File: src/rtl/checkfr_param_fsm.sv
// -----------------------------------------------------------------------------
// checkfr_param_fsm
//   Serial classifier that decides whether an IEEE-754 style operand of
//   configurable exponent/mantissa width has a non-zero fractional part.
//   The mantissa is scanned SCAN_W bits per cycle, LSB first, to find its
//   lowest set bit L. The decision then compares L against the number of
//   fraction bits left after the unbiased exponent s = E - B is applied.
//
//   Latency is fixed: r_o pulses N+2 edges after the accepting edge, where
//   N = ceil(MAN_W/SCAN_W). DECIDE takes two cycles. The first registers
//   the s / L comparisons and the second forms the result, so no
//   subtract-and-compare chain feeds the output flops directly.
//
// Parameters
//   EXP_W   exponent width (bias B = 2^(EXP_W-1)-1)
//   MAN_W   mantissa width
//   SCAN_W  mantissa bits examined per SCAN cycle (1..MAN_W)
//
// Ports
//   clk      clock, posedge
//   rst      synchronous active-high reset
//   num_in   operand {sign, exp, mantissa}, sampled on accept
//   r_i      start request, accepted in IDLE
//   busy     high while in SCAN or DECIDE
//   r_o      one-cycle result-valid pulse
//   res      1 = operand has a fractional part (held until next result)
//   is_zero  1 = operand is +/-0 (held with res)
//   is_inf   (CHECKFR_CLASS_EN only) exponent all-ones, mantissa zero
//   is_nan   (CHECKFR_CLASS_EN only) exponent all-ones, mantissa non-zero
//
// Build option
//   CHECKFR_CLASS_EN  adds is_inf/is_nan and forces res=0 for inf/NaN.
// -----------------------------------------------------------------------------
module checkfr_param_fsm #(
  parameter int EXP_W  = 8,
  parameter int MAN_W  = 23,
  parameter int SCAN_W = 1
) (
  input  logic                   clk,
  input  logic                   rst,
  input  logic [EXP_W+MAN_W:0]   num_in,
  input  logic                   r_i,
  output logic                   busy,
  output logic                   r_o,
  output logic                   res,
`ifdef CHECKFR_CLASS_EN
  output logic                   is_inf,
  output logic                   is_nan,
`endif
  output logic                   is_zero
);

  localparam int N  = (MAN_W + SCAN_W - 1) / SCAN_W;
  localparam int IW = (N > 1) ? $clog2(N) : 1;
  localparam int PW = (SCAN_W > 1) ? $clog2(SCAN_W) : 1;
  localparam int LW = $clog2(MAN_W + SCAN_W);
  localparam int DW = (((EXP_W + 1) > LW) ? (EXP_W + 1) : LW) + 1;

  localparam logic [1:0] ST_IDLE   = 2'd0;
  localparam logic [1:0] ST_SCAN   = 2'd1;
  localparam logic [1:0] ST_DECIDE = 2'd2;

  localparam logic [EXP_W-1:0] BIAS     = {1'b0, {(EXP_W-1){1'b1}}};
  localparam logic [IW-1:0]    IDX_LAST = IW'(N - 1);
  localparam logic [LW-1:0]    STEP     = LW'(SCAN_W);
  localparam logic [DW-1:0]    MAN_W_D  = DW'(MAN_W);

  logic [1:0]       state_r;
  logic [EXP_W-1:0] exp_r;
  logic [MAN_W-1:0] man_sh_r;
  logic [IW-1:0]    idx_r;
  logic [LW-1:0]    base_r;
  logic [LW-1:0]    low_r;
  logic             m_nz_r;
  logic             phase_r;
  logic             s_lt_r;
  logic             l_lt_r;
  logic             busy_r;
  logic             r_o_r;
  logic             res_r;
  logic             is_zero_r;
`ifdef CHECKFR_CLASS_EN
  logic             is_inf_r;
  logic             is_nan_r;
`endif

  logic [SCAN_W-1:0] chunk_s;
  logic [PW-1:0]     pos_s;
  logic              hit_s;
  logic [DW-1:0]     s_s;
  logic              s_lt_s;
  logic              l_lt_s;
  logic              exp_zero_s;
  logic              exp_ge_bias_s;
  logic              dec_res_s;
  logic              dec_zero_s;
`ifdef CHECKFR_CLASS_EN
  logic              exp_ones_s;
  logic              dec_inf_s;
  logic              dec_nan_s;
`endif

  // The sign never affects the classification.
  logic unused_sign_s;
  assign unused_sign_s = num_in[EXP_W+MAN_W];

  // The mantissa shifts right each SCAN cycle, so the current chunk always
  // sits at the bottom. Bits past MAN_W arrive as zeros and cannot match.
  assign chunk_s = man_sh_r[SCAN_W-1:0];
  assign hit_s   = |chunk_s;

  // Lowest set bit inside the current chunk; the downward loop leaves the
  // smallest index in pos_s.
  always_comb begin
    pos_s = {PW{1'b0}};
    for (int i = SCAN_W - 1; i >= 0; i--) begin
      if (chunk_s[i]) begin
        pos_s = PW'(i);
      end else begin
        pos_s = pos_s;
      end
    end
  end

  // Exponent terms. s is only meaningful when E >= B.
  // l_lt_s is only used together with s_lt_s, which keeps MAN_W - s from
  // wrapping when it matters.
  assign exp_zero_s    = (exp_r == {EXP_W{1'b0}});
  assign exp_ge_bias_s = (exp_r >= BIAS);
  assign s_s           = DW'(exp_r) - DW'(BIAS);
  assign s_lt_s        = (s_s < MAN_W_D);
  assign l_lt_s        = (DW'(low_r) < (MAN_W_D - s_s));
`ifdef CHECKFR_CLASS_EN
  assign exp_ones_s    = &exp_r;
`endif

  // Final classification, using the comparison terms registered in the
  // first DECIDE cycle.
  always_comb begin
    dec_res_s  = 1'b0;
    dec_zero_s = 1'b0;
    if (exp_zero_s && !m_nz_r) begin
      dec_zero_s = 1'b1;
    end else if (exp_zero_s || !exp_ge_bias_s) begin
      dec_res_s = 1'b1;
    end else if (!m_nz_r) begin
      dec_res_s = 1'b0;
    end else begin
      dec_res_s = s_lt_r && l_lt_r;
    end
`ifdef CHECKFR_CLASS_EN
    dec_inf_s = 1'b0;
    dec_nan_s = 1'b0;
    if (exp_ones_s) begin
      dec_res_s = 1'b0;
      dec_inf_s = !m_nz_r;
      dec_nan_s = m_nz_r;
    end else begin
      dec_inf_s = 1'b0;
      dec_nan_s = 1'b0;
    end
`endif
  end

  // Control FSM, scan datapath and registered outputs.
  always_ff @(posedge clk) begin
    if (rst) begin
      state_r   <= ST_IDLE;
      exp_r     <= {EXP_W{1'b0}};
      man_sh_r  <= {MAN_W{1'b0}};
      idx_r     <= {IW{1'b0}};
      base_r    <= {LW{1'b0}};
      low_r     <= {LW{1'b0}};
      m_nz_r    <= 1'b0;
      phase_r   <= 1'b0;
      s_lt_r    <= 1'b0;
      l_lt_r    <= 1'b0;
      busy_r    <= 1'b0;
      r_o_r     <= 1'b0;
      res_r     <= 1'b0;
      is_zero_r <= 1'b0;
`ifdef CHECKFR_CLASS_EN
      is_inf_r  <= 1'b0;
      is_nan_r  <= 1'b0;
`endif
    end else begin
      r_o_r <= 1'b0;
      case (state_r)
        ST_IDLE: begin
          if (r_i) begin
            exp_r    <= num_in[EXP_W+MAN_W-1:MAN_W];
            man_sh_r <= num_in[MAN_W-1:0];
            idx_r    <= {IW{1'b0}};
            base_r   <= {LW{1'b0}};
            low_r    <= {LW{1'b0}};
            m_nz_r   <= 1'b0;
            phase_r  <= 1'b0;
            busy_r   <= 1'b1;
            state_r  <= ST_SCAN;
          end
        end
        ST_SCAN: begin
          // Only the first hit is kept; later chunks hold higher indices.
          if (hit_s && !m_nz_r) begin
            low_r  <= base_r + LW'(pos_s);
            m_nz_r <= 1'b1;
          end
          man_sh_r <= man_sh_r >> SCAN_W;
          base_r   <= base_r + STEP;
          idx_r    <= idx_r + IW'(1'b1);
          if (idx_r == IDX_LAST) begin
            state_r <= ST_DECIDE;
          end
        end
        ST_DECIDE: begin
          if (!phase_r) begin
            phase_r <= 1'b1;
            s_lt_r  <= s_lt_s;
            l_lt_r  <= l_lt_s;
          end else begin
            phase_r   <= 1'b0;
            res_r     <= dec_res_s;
            is_zero_r <= dec_zero_s;
`ifdef CHECKFR_CLASS_EN
            is_inf_r  <= dec_inf_s;
            is_nan_r  <= dec_nan_s;
`endif
            r_o_r     <= 1'b1;
            busy_r    <= 1'b0;
            state_r   <= ST_IDLE;
          end
        end
        default: begin
          state_r <= ST_IDLE;
          phase_r <= 1'b0;
          busy_r  <= 1'b0;
        end
      endcase
    end
  end

  assign busy    = busy_r;
  assign r_o     = r_o_r;
  assign res     = res_r;
  assign is_zero = is_zero_r;
`ifdef CHECKFR_CLASS_EN
  assign is_inf  = is_inf_r;
  assign is_nan  = is_nan_r;
`endif

endmodule
File: config.mk
export PLATFORM = sky130hd
export DESIGN_NAME = checkfr_param_fsm
export DESIGN_NICKNAME = d
export VERILOG_FILES = /design/src/rtl/checkfr_param_fsm.sv
export SDC_FILE = /design/constraint.sdc
export NUM_CORES = 1
export LEC_CHECK = 0
export CAP_MARGIN = 20
export CORE_MARGIN = 2
export CORE_UTILIZATION = 54
export CTS_CLUSTER_SIZE = 8
export DETAILED_ROUTE_END_ITERATION = 8
export PLACE_DENSITY = 0.8
export SLEW_MARGIN = 20
export SYNTH_ARGS = -nofsm -noshare
export SYNTH_HDL_FRONTEND = slang
export SYNTH_SLANG_ARGS = --single-unit
File: constraint.sdc
create_clock -name clk -period 2.8 [get_ports clk]
set_input_delay 0.42 -clock clk [delete_from_list [all_inputs] [get_ports clk]]
set_output_delay 0.42 -clock clk [all_outputs]
set_load 0.05 [all_outputs]
==> results.py <==
metrics = {
    "run_status": {
        "status": "finished clean",
    },
    "synthesis": {
        "syn-cell-area_um2": 2640,
        "ys_ff_latch": 56,
        "synthCells": 319,
        "seq_area_frac_synth": 0.425,
        "synthesis.area_per_instance_um2": 8.27,
        "synth-edff-count": 0,
        "yosysTopAreaCellShare": 0.425,
        "async_flop_share": 0,
        "yosysTopAreaCell": "dfxtp_1",
        "syn_nets": 365,
        "ys.warnings.count": 0,
        "synth_ff_type": "dfxtp_1",
        "synth_cell_type_count": 45,
        "ys_top_cells_by_area": "dfxtp_1 (43%), nor2_1 (10%), o221ai_1 (7.3%), ha_1 (5.2%), a21oi_1 (5.1%)",
    },
    "die": {
        "initial_utilization": 0.558,
        "num_rows": 25,
        "die_h_um": 73.9,
        "ios": 39,
        "die_area_um2": 5460,
        "coreArea_um2": 4720,
        "die_w_um": 73.9,
    },
    "clock_tree": {
        "numCtsBuffers": 5,
        "post_cts_resized": 0,
        "clock_sinks": 56,
        "cts_buffer_depth": 2,
        "cts_tree": "yes",
        "cts_setup_buffers": 0,
        "root_buffer": "clkbuf_8",
        "path_clk_slew_ns": 0.10,
        "cts.htree.levels": 2,
        "clk_latency_ns": 0.31,
        "cts_hold_buffers": 0,
    },
    "sta": {
        "final-hold-violation-count": 0,
        "rsz0062_at_grt": "false",
        "period_share": 0.871,
        "tightest_slew_ns": 0.707,
        "fin_skew_ns": 0.00796,
        "max_freq_ghz": 0.410,
        "fin_setup_tns_ns": 0,
        "slew_headroom": 0.528,
        "whs_ns": 0.462,
        "finalCriticalPeriod_ns": 2.44,
        "setup_violations": 0,
        "maxSlewViolCount": 0,
    },
    "routing": {
        "num_vias": 2308,
        "drc": 0,
        "ant_nets": 0,
        "wire_per_inst_um": 13.4,
        "drt-total-wl_um": 5490,
        "viasPerCell": 5.62,
        "drtPass1Iterations": 4,
        "drt_first_iter_violations": 229,
    },
    "critical_path": {
        "rr_startpoint": "exp_r[1]",
        "required_ns": 3.00,
        "worstSetupPathType": "reg -> reg",
        "worst_setup_path_start_kind": "flop",
        "cp_slowest_cell": "dfxtp_1",
        "critPathMaxStageDelay_ns": 0.46,
        "crit_family": "adder cells",
        "critPathArrivalTime_ns": 2.64,
        "path_cells": "ha_1 > nand3_2 > xnor2_1 > ha_1 > nor4_1 > mux2_2 > o41a_1",
        "critical_path.startpoint": "exp_r[1]",
        "end_kind": "flop",
        "path_common_cell": "ha_1",
        "cp_max_fo": 8,
        "crit_buf_inv": 0,
    },
    "min_path": {
        "worstHoldStart": "res",
        "hp-class": "reg -> reg",
    },
    "final_layout": {
        "drive_gt1_frac": 0.0552,
        "stdcell_area_um2": 3080,
        "stdcell_count": 411,
        "area_growth_pct": 16.9,
        "diodes": 0,
        "final_nets": 392,
        "final_util": 0.653,
    },
    "grt": {
        "overflow": 0,
        "grt_max_degree": 40,
        "antenna_found_initial": 0,
        "grtUsageTotal": 0.214,
        "grt_pass1_vias": 2076,
        "grt_pass1_wl_um": 9220,
    },
    "run": {
        "cap_violations": 0,
    },
    "place": {
        "dp_hpwl_um": 3550,
        "placed_cell_area_um2": 3020,
        "dp_cells": 406,
        "io_buffers": 37,
        "place.gp.congestion": 0.892,
    },
    "power_and_ir_drop": {
        "p_sw_frac": 0.264,
        "power_frac_clock": 0.268,
        "power_density_nw_per_um2": 490,
        "power_switching_uw": 400,
        "ir_worst_vdd_mv": 0.382,
        "internal_power_uw": 1110,
        "p_comb_frac": 0.153,
        "p_leak_uw": 0.00116,
        "p_seq_frac": 0.579,
    },
}
[synthesized netlist by cell type, types with 5 or more instances]
| cell | n |
|---|---|
| nand4_1 | 5 |
| nand2_1 | 27 |
| nand3_1 | 9 |
| a21oi_1 | 27 |
| ha_1 | 11 |
| clkbuf_1 | 14 |
| dfxtp_1 | 56 |
| o21ai_0 | 5 |
| a22oi_1 | 6 |
| nor3_1 | 6 |
| inv_1 | 11 |
| o221ai_1 | 22 |
| nor2_1 | 70 |
[state kept, by name, indices dropped and copies added, names as in the netlist]
signal and flops:
low_r 5, is_zero 1, res 1, exp_r 8, m_nz_r 1, busy 1
s_lt_r 1, base_r 5, man_sh_r 23, phase_r 1, state_r 2, l_lt_r 1
idx_r 5, r_o 1
[cell families after synthesis]
family          share of synthesized area
mux                                0.0128
compound gates                      0.192
buf+inv                            0.0631
fa+ha+maj                          0.0522
simple gates                        0.239
flops                               0.425
xor+xnor                           0.0166
[area by class of cell]
cell class | instances | area (um^2)
timing repair buffer | 43 | 415
clock buffer | 5 | 68.8
fill | 391 | 1640
inverter | 12 | 45.0
multi-input combinational | 228 | 1350
sequential | 56 | 1120
tap | 67 | 83.8
[metrics by stage]
| stage | total power [uW] | setup slack (ns) |
|---|---|---|
| floorplan | 1040 | 0.617 |
| global placement | 1120 | 0.453 |
| global route | 1590 | 0.233 |
| CTS | 1520 | 0.365 |
| finish | 1510 | 0.362 |
| detailed placement | 1120 | 0.384 |
[worst reg2reg max path, delay by kind of cell, from the launching register on]
family                   cells  cell delay (ns)
adder cells (fa/ha/maj)      2             0.60
flip-flops                   1             0.46
AND/OR/NAND/NOR              2             0.43
multiplexers                 1             0.38
AO/OA/AOI/OAI                1             0.31
XOR/XNOR                     1             0.15
[power by group through the flow]
| stage | sequential [uW] | clock (uW) | combinational, uW |
|---|---|---|---|
| after detailed placement | 894 | 0 | 231 |
| after CTS | 875 | 415 | 233 |
| after global placement | 892 | 0 | 225 |
| final | 876 | 405 | 232 |
| after floorplan | 886 | 0 | 153 |
| after global routing | 883 | 447 | 259 |
[cell usage in the layout, fill, tap and decap left out, drive strengths merged, types with 2 or more instances in the layout]
cell type      synthesis  routed
a211oi                 2       2
a21oi                 27      27
a22oi                  6       6
buf                    9       6
clkbuf                14       5
clkdlybuf4s50          0      37
dfxtp                 56      56
ha                    11      11
inv                   12      12
mux2                   3       3
nand2                 27      27
nand2b                 2       2
nand3                 10      10
nand4                  6       6
nor2                  70      70
nor3                   7       7
nor3b                  2       2
nor4                   3       3
o211a                  2       2
o21ai                  7       7
o221ai                22      22
or2                    3       3
xnor2                  2       2
xor2                   3       3
[path summary, 6_finish.rpt]
kind | endpoint | slack [ns] | depth (start not counted)
max reg2reg | l_lt_r | 0.36 | 7
min | res | 0.46 | 2
min reg2reg | res | 0.46 | 2
max | l_lt_r | 0.36 | 7
[layer usage]
metal | track usage | part of all wire | vias up
met5 | 0 | 0 | -
met4 | 0.0667 | 0.0093 | 0
met3 | 0.0535 | 0.044 | 5
met2 | 0.358 | 0.48 | 55
met1 | 0.271 | 0.46 | 1077
li1 | - | - | 1171
No activity file was read; power rests on OpenSTA's default activity.
